--- src/rtl/supl_operand_loader_if.sv ---
// Handshake and operand bus between the byte-serial source, the operand loader
// and the downstream XOR/zero-index-sum unit.
interface supl_operand_loader_if #(
    parameter int WORD_W = 32,
    parameter int BYTE_W = 8
);
    logic [BYTE_W-1:0] in_data;
    logic              in_valid;
    logic              in_ready;
    logic              mode_en;
    logic              mode_sw;
    logic              abort;
    logic [WORD_W-1:0] a;
    logic [WORD_W-1:0] b;
    logic              en;
    logic              sw;
    logic              out_valid;
    logic              out_ready;
    logic              frame_err;

    modport master (
        output in_data, in_valid, mode_en, mode_sw, abort, out_ready,
        input  in_ready, a, b, en, sw, out_valid, frame_err
    );

    modport slave (
        input  in_data, in_valid, mode_en, mode_sw, abort, out_ready,
        output in_ready, a, b, en, sw, out_valid, frame_err
    );
endinterface

--- src/rtl/supl_operand_loader.sv ---
// Assembles operands a/b from a little-endian byte stream and presents them with a
// valid/ready handshake. Define FRAME_TIMEOUT_EN to drop stalled partial frames.
module supl_operand_loader #(
    parameter int WORD_W         = 32,
    parameter int BYTE_W         = 8,
    parameter int TIMEOUT_CYCLES = 255
) (
    input logic                   clk,
    input logic                   rst,
    supl_operand_loader_if.slave  bus
);
    localparam int N     = WORD_W / BYTE_W;
    localparam int CNT_W = (N > 1) ? $clog2(N) : 1;
    localparam logic [CNT_W-1:0] CNT_LAST = CNT_W'(N - 1);

    if ((WORD_W % BYTE_W) != 0 || TIMEOUT_CYCLES < 1) begin : g_bad_cfg
        $error("supl_operand_loader: WORD_W must be a multiple of BYTE_W, TIMEOUT_CYCLES >= 1");
    end

    typedef enum logic [1:0] {IDLE, LOAD_A, LOAD_B, PRESENT} state_t;

    state_t            state;
    logic [CNT_W-1:0]  cnt;
    logic [WORD_W-1:0] sh_a, sh_b, a_merge, b_merge;
    logic              sh_en, sh_sw;
    logic [WORD_W-1:0] a_q, b_q;
    logic              en_q, sw_q, out_valid_q, frame_err_q;
    logic              xfer;

`ifdef FRAME_TIMEOUT_EN
    localparam int TO_W = $clog2(TIMEOUT_CYCLES + 1);
    localparam logic [TO_W-1:0] TO_LAST = TO_W'(TIMEOUT_CYCLES - 1);
    logic [TO_W-1:0] idle_cnt;
`endif

    // in_ready is combinational on abort so an aborting cycle never accepts a byte
    assign bus.in_ready  = !rst && (state != PRESENT) && !bus.abort;
    assign xfer          = bus.in_valid && bus.in_ready;
    assign bus.a         = a_q;
    assign bus.b         = b_q;
    assign bus.en        = en_q;
    assign bus.sw        = sw_q;
    assign bus.out_valid = out_valid_q;
    assign bus.frame_err = frame_err_q;

    always_comb begin
        a_merge = sh_a;
        b_merge = sh_b;
        a_merge[int'(cnt)*BYTE_W +: BYTE_W] = bus.in_data;
        b_merge[int'(cnt)*BYTE_W +: BYTE_W] = bus.in_data;
    end

    always_ff @(posedge clk or posedge rst) begin
        if (rst) begin
            state       <= IDLE;
            cnt         <= '0;
            sh_a        <= '0;
            sh_b        <= '0;
            sh_en       <= 1'b0;
            sh_sw       <= 1'b0;
            a_q         <= '0;
            b_q         <= '0;
            en_q        <= 1'b0;
            sw_q        <= 1'b0;
            out_valid_q <= 1'b0;
            frame_err_q <= 1'b0;
`ifdef FRAME_TIMEOUT_EN
            idle_cnt    <= '0;
`endif
        end else begin
            frame_err_q <= 1'b0;
            if (bus.abort && state != PRESENT) begin
                // Stale shadow bytes are harmless: every byte is rewritten by the next frame
                frame_err_q <= (state != IDLE);
                state       <= IDLE;
                cnt         <= '0;
`ifdef FRAME_TIMEOUT_EN
                idle_cnt    <= '0;
`endif
            end else begin
                case (state)
                    IDLE: if (xfer) begin
                        sh_a  <= a_merge;
                        sh_en <= bus.mode_en;
                        sh_sw <= bus.mode_sw;
                        cnt   <= CNT_W'(1);
                        state <= LOAD_A;
                    end
                    LOAD_A: if (xfer) begin
                        sh_a <= a_merge;
                        if (cnt == CNT_LAST) begin
                            cnt   <= '0;
                            state <= LOAD_B;
                        end else begin
                            cnt <= cnt + CNT_W'(1);
                        end
                    end
                    LOAD_B: if (xfer) begin
                        sh_b <= b_merge;
                        if (cnt == CNT_LAST) begin
                            cnt         <= '0;
                            a_q         <= sh_a;
                            b_q         <= b_merge;
                            en_q        <= sh_en;
                            sw_q        <= sh_sw;
                            out_valid_q <= 1'b1;
                            state       <= PRESENT;
                        end else begin
                            cnt <= cnt + CNT_W'(1);
                        end
                    end
                    PRESENT: if (bus.out_ready) begin
                        out_valid_q <= 1'b0;
                        state       <= IDLE;
                    end
                    default: state <= IDLE;
                endcase
`ifdef FRAME_TIMEOUT_EN
                if (state == LOAD_A || state == LOAD_B) begin
                    if (xfer) begin
                        idle_cnt <= '0;
                    end else if (idle_cnt == TO_LAST) begin
                        idle_cnt    <= '0;
                        cnt         <= '0;
                        frame_err_q <= 1'b1;
                        state       <= IDLE;
                    end else begin
                        idle_cnt <= idle_cnt + TO_W'(1);
                    end
                end
`endif
            end
        end
    end
endmodule
--- src/flat_wrapper.sv ---
// flat-port wrapper written by rule: the top's interface ports become plain ports
module supl_operand_loader_flat 
#(
    parameter int WORD_W         = 32,
    parameter int BYTE_W         = 8,
    parameter int TIMEOUT_CYCLES = 255
)
  (clk, rst, bus_in_data, bus_in_valid, bus_mode_en, bus_mode_sw, bus_abort, bus_out_ready, bus_in_ready, bus_a, bus_b, bus_en, bus_sw, bus_out_valid, bus_frame_err);
  supl_operand_loader_if #(.WORD_W(WORD_W), .BYTE_W(BYTE_W)) bus_i ();
  input logic clk;
  input logic rst;
  input wire logic [$bits(bus_i.in_data)-1:0] bus_in_data;
  input wire logic [$bits(bus_i.in_valid)-1:0] bus_in_valid;
  input wire logic [$bits(bus_i.mode_en)-1:0] bus_mode_en;
  input wire logic [$bits(bus_i.mode_sw)-1:0] bus_mode_sw;
  input wire logic [$bits(bus_i.abort)-1:0] bus_abort;
  input wire logic [$bits(bus_i.out_ready)-1:0] bus_out_ready;
  output wire logic [$bits(bus_i.in_ready)-1:0] bus_in_ready;
  output wire logic [$bits(bus_i.a)-1:0] bus_a;
  output wire logic [$bits(bus_i.b)-1:0] bus_b;
  output wire logic [$bits(bus_i.en)-1:0] bus_en;
  output wire logic [$bits(bus_i.sw)-1:0] bus_sw;
  output wire logic [$bits(bus_i.out_valid)-1:0] bus_out_valid;
  output wire logic [$bits(bus_i.frame_err)-1:0] bus_frame_err;
  assign bus_i.in_data = bus_in_data;
  assign bus_i.in_valid = bus_in_valid;
  assign bus_i.mode_en = bus_mode_en;
  assign bus_i.mode_sw = bus_mode_sw;
  assign bus_i.abort = bus_abort;
  assign bus_i.out_ready = bus_out_ready;
  assign bus_in_ready = bus_i.in_ready;
  assign bus_a = bus_i.a;
  assign bus_b = bus_i.b;
  assign bus_en = bus_i.en;
  assign bus_sw = bus_i.sw;
  assign bus_out_valid = bus_i.out_valid;
  assign bus_frame_err = bus_i.frame_err;
  supl_operand_loader #(.WORD_W(WORD_W), .BYTE_W(BYTE_W), .TIMEOUT_CYCLES(TIMEOUT_CYCLES)) u_core (.clk(clk), .rst(rst), .bus(bus_i));
endmodule
--- config.mk ---
export PLATFORM = sky130hd
export DESIGN_NAME = supl_operand_loader_flat
export DESIGN_NICKNAME = d
export VERILOG_FILES = /design/src/rtl/supl_operand_loader_if.sv /design/src/rtl/supl_operand_loader.sv /design/src/flat_wrapper.sv
export SDC_FILE = /design/constraint.sdc
export NUM_CORES = 1
export LEC_CHECK = 0
export CORE_AREA = 3 3 106 108
export CTS_CLUSTER_DIAMETER = 120
export CTS_CLUSTER_SIZE = 24
export DETAILED_ROUTE_END_ITERATION = 10
export DIE_AREA = 0 0 109 111
export PLACE_DENSITY_LB_ADDON = 0.2
export SLEW_MARGIN = 20
export SYNTH_ARGS = -nofsm -noshare
export SYNTH_HDL_FRONTEND = slang
export SYNTH_SLANG_ARGS = --single-unit
--- constraint.sdc ---
create_clock -name clk -period 8.6 [get_ports clk]
set_clock_uncertainty 0.1 [all_clocks]
set_input_delay 0.86 -clock clk [delete_from_list [all_inputs] [get_ports clk]]
set_output_delay 0.86 -clock clk [all_outputs]
set_load 0.1 [all_outputs]
# ---- After elaboration in Yosys (flattened, before gate mapping)
# Cells that the tools add are included.
dict set report totals {
  latchBits 0
  mem_bits_rw 0
  wordCells 70
  in_bits 15
  n_memories 0
  output_inout_bits 69
  rom_bits 0
  reg_bits 138
}
dict set report classes {
  shifts 2
  bitwise_logic 1
  mul 0
  n_reduce_logical 19
  n_addsub 2
  div_mod_pow 0
  n_eq_ne 15
  order_cmp 0
  muxes 19
}
# op count
set op_table {}
lappend op_table {{$bwmux W32} 2}
lappend op_table {{$neg A5 Y33} 1}
lappend op_table {{$shift A8 B33 Y32 const A} 1}
lappend op_table {{$shiftx A8 B33 Y32} 1}
lappend op_table {{$mux W2} 10}
lappend op_table {{$ne A3 B1 Y1 const B} 6}
lappend op_table {{$reduce_and A3 Y1} 4}
lappend op_table {{$pmux W2 S4} 1}
lappend op_table {{$eq A2 B2 Y1 const B} 3}
lappend op_table {{$reduce_and A6 Y1} 1}
lappend op_table {{$reduce_and A5 Y1} 1}
lappend op_table {{$logic_and A1 B1 Y1} 4}
lappend op_table {{$mux W1} 4}
lappend op_table {{$ne A2 B1 Y1 const B} 2}
lappend op_table {{$ne A2 B2 Y1 const B} 2}
lappend op_table {{$pmux W2 S2} 1}
lappend op_table {{$reduce_and A4 Y1} 1}
lappend op_table {{$reduce_bool A2 Y1} 2}
lappend op_table {{$reduce_or A2 Y1} 2}
lappend op_table {{$ne A3 B2 Y1 const B} 1}
lappend op_table {{$reduce_bool A3 Y1} 1}
lappend op_table {{$add A2 B1 Y2 const B} 1}
lappend op_table {{$eq A2 B1 Y1 const B} 1}
lappend op_table {{$logic_not A1 Y1} 2}
lappend op_table {{other kinds (3)} 3}

# ---- Depth between registers and ports, before layout
dict set report depth {
  depth_word 7
  depth_mapped 8
  depth_no_buf 6
}

# ---- Least setup slack after synthesis
# OpenSTA, ideal clock, no wires.
dict set report synth_timing {
  kind {in2out}
  from {input port bus_abort}
  to {output port bus_in_ready}
  t_arrival_ns 3.048
  slack_ns 4.592
  path_stages 2
  t_required_ns 7.640
  path_buffers 1
  path_cell_list {buf_6 -> nor3_1}
}
dict set report synth_via {
  elab_chain_cells 2
}
# item line_no
set synth_rtl {}
lappend synth_rtl {{start: declaration} flat_wrapper.sv:16} ;# input wire logic [$bits(bus_i.abort)-1:0] bus_abort;
lappend synth_rtl {{$logic_not A1 Y1} supl_operand_loader.sv:37} ;# assign bus.in_ready = !rst && (state != PRESENT) && !bus.abort;
lappend synth_rtl {{$logic_and A1 B1 Y1} supl_operand_loader.sv:37}
lappend synth_rtl {{end: declaration} flat_wrapper.sv:18} ;# output wire logic [$bits(bus_i.in_ready)-1:0] bus_in_ready;
# Every way passes these cells.

# ---- Worst setup path in the final report
# Same ends and word-level chain as after synthesis.

==> metrics.md <==
| Metric | Value |
|---|---|
| Status | finished, final reports clean |
| Largest net degree at the start of global routing | 78 |
| Initial antenna violation count | 0 |
| Core Region | 10,320 um^2 |
| Crit end category | output pin |
| GP Congestion | 0.8753 |
| Maxcap violations | 0 |
| Total global routing overflow | 0 |
| Commonest non-fill, non-tap cells in the layout | dfrtp_1 (138), nand2_1 (113), o21ai_0 (87), clkdlybuf4s50_1 (83), mux2_4 (34) |
| DP Area | 6893 um^2 |
| Netlist cell types | 31 |
| CTS Root Cell | clkbuf_8 |
| Placed cell count | 737 |
| Synth top area share | 0.5683 |
| Synth Area per Inst | 10.97 um^2 |
| Share of cells above drive strength 1 | 0.1490 |
| Synth warnings | 0 |
| IO Pins | 84 |
| Post-synthesis sequential area ratio | 0.5683 |
| N_diodes | 0 |
| Synth area leader | dfrtp_1 |
| Min Hold Slack | 0.3725 ns |
| Req. time, crit path | 7.64 ns |
| Detailed-router iteration count before antenna repair | 6 |
| Most common cell after layout, fill and taps aside | dfrtp_1 |
| Final setup fails | 0 |
| Fillers | 704 |
| WL/cell | 17.64 um |
| Vias in the first global route | 4,456 |
| GRT Total Usage | 0.2354 |
| Post-CTS Resized | 0 |
| P per Cell Area | 285.8 nW/um^2 |
| Core Util, Final | 0.7307 |
| Vias | 4,367 |
| CTS tree | built |
| Post-detailed-route count of antenna-violating nets | 0 |
| Design area | 7543 um^2 |
| Clock transition at path regs | 0.06 ns |
| Site row count | 37 |
| Net count, final | 646 |
| Full die area | 12,100 um^2 |
| F_max | 259.8 MHz |
| DR DRC count | 0 |
| Slew Viols, Final | 0 |
| Area grow syn2layout | 24.13% |
| Clock Latency Late Sink | 0.51 ns |
| Die Span X | 109 um |
| Syn Nets | 580 |
| CP Launch Type | primary input |
| First-pass GRT wire length | 22.33 mm |
| Post-Layout Cell Count | 767 |
| Number of vias per cell | 5.694 |
| H-tree levels | 4 |
| Total routed wirelength | 13.53 mm |
| Clock Path Buffers | 2 |
| Top layer in use | met4 |
| RSZ-0062 raised after global routing | false |
| Metal-1 WL | 5.523 mm |
| Final Cycle Share | 0.4476 |
| Initial Util | 0.5887 |
| Post-Syn Area | 6077 um^2 |
| Setup tns final | 0 ns |
| FF-to-FF setup slack | 5.54 ns |
| Post-CTS setup buffer count | 0 |
| Area occupied by registers | 3453 um^2 |
| WP data arrival | 2.89 ns |
| 1st-iter DRT viols | 338 |
| Post-Syn Instances | 554 |
| Met2 wire length | 6.828 mm |
| Slew at the pin closest to its max-slew limit | 1.021 ns |
| Post-DP HPWL | 8.628 mm |
| Total clock sinks | 138 |
| Inserted Clock Buffers | 17 |
| #FFs+latches synth | 138 |
| Multi-input gate area | 2342 um^2 |
| Slew headroom | 0.3170 |
| Pleak | 3.459 nW |
| CP Max Fanout | 8 |
| Die Y | 111 um |
| Fin. Hold Viols | 0 |
| Routed length on met3 | 898 um |
| Min cycle time layout | 3.849 ns |
| VDD IR-drop max | 0.0001830 V |
| Post-CTS Hold Fix Bufs | 0 |
| Tightest Hold Check Type | flop to flop |
| Synth top area cells | dfrtp_1 (57%), mux2_4 (8.4%), o21ai_0 (7.2%), nand2_1 (7.0%), mux2_2 (3.9%) |
| IO Port Bufs | 83 |
| Setup CP Type | primary input to output pin |
[synth_stat cells (all sizes together)]
cell,number
o21a,1
nand2,113
inv,21
dfrtp,138
mux2i,3
mux2,55
and3,1
or2,1
o31ai,2
nor3b,4
clkbuf,17
nor3,1
nand2b,1
nand3,21
ha,11
a221oi,1
o21ai,96
and2,3
nor2,4
and4,1
a31oi,16
nand4,2
nor4b,1
buf,21
a311oi,1
nor2b,18
[where the power goes]
part,leakage (nW),switching [W],internal (W)
logic,1.29,0.000386,0.000179
registers,1.86,0.0000522,0.000735
clock network,0.314,0.000269,0.000535
total,3.46,0.000707,0.00145
[per-layer routing]
layer,vias to the layer above,GRT usage
met5,-,0
met3,31,0.05125
met4,0,0.07323
met1,2170,0.3258
li1,2003,-
met2,163,0.3710
[metrics by stage]
stage | worst slack [ns] | power [W]
2_1_floorplan | 3.944 | 0.001219
3_3_place_gp | 4.798 | 0.001328
3_5_place_dp | 4.773 | 0.001349
4_1_cts | 4.772 | 0.002161
5_1_grt | 4.712 | 0.002248
6_report | 4.751 | 0.002156
[state kept, by name, indices dropped and copies added, names as in the netlist, 2 cells and up]
register / count
u_core.sh_a: 32
u_core.bus.a: 32
u_core.sh_b: 32
u_core.cnt: 2
u_core.bus.b: 32
u_core.state: 2
[worst max-delay path, cell delays in order]
cell and delay [ns]:
clkdlybuf4s50_1 0.59, nor3_1 0.27, clkdlybuf4s50_1 1.16
[logic make-up after synthesis]
logic type | synth area share
mux | 0.1279
fa+ha+maj | 0.02265
buf+inv | 0.04632
flops | 0.5683
compound gates | 0.1021
simple gates | 0.1328
[layout make-up]
| cell class | instances | area share |
|---|---|---|
| repair buffers | 85 | 0.1121 |
| multi-input cells | 357 | 0.3105 |
| well taps | 136 | 0.02256 |
| inverters | 21 | 0.01078 |
| flip-flops and latches | 138 | 0.4578 |
| clock buffers | 19 | 0.05722 |
| clock inverters | 11 | 0.02903 |
[final timing paths]
| kind | cells after the start | from | endpoint |
|---|---|---|---|
| min in group asynchronous | 2 | rst | u_core.bus.b[24]$_DFFE_PP0P_ |
| max in group asynchronous | 3 | rst | u_core.bus.a[7]$_DFFE_PP0P_ |
| max reg2reg | 5 | u_core.state[0]$_DFFE_PP0P_ | u_core.bus.a[7]$_DFFE_PP0P_ |
| max | 3 | bus_abort | bus_in_ready |
| min | 2 | u_core.sh_b[15]$_DFFE_PP0P_ | u_core.sh_b[15]$_DFFE_PP0P_ |
| min reg2reg | 2 | u_core.sh_b[15]$_DFFE_PP0P_ | u_core.sh_b[15]$_DFFE_PP0P_ |
Note: power is estimated with default switching activity, not from simulation.
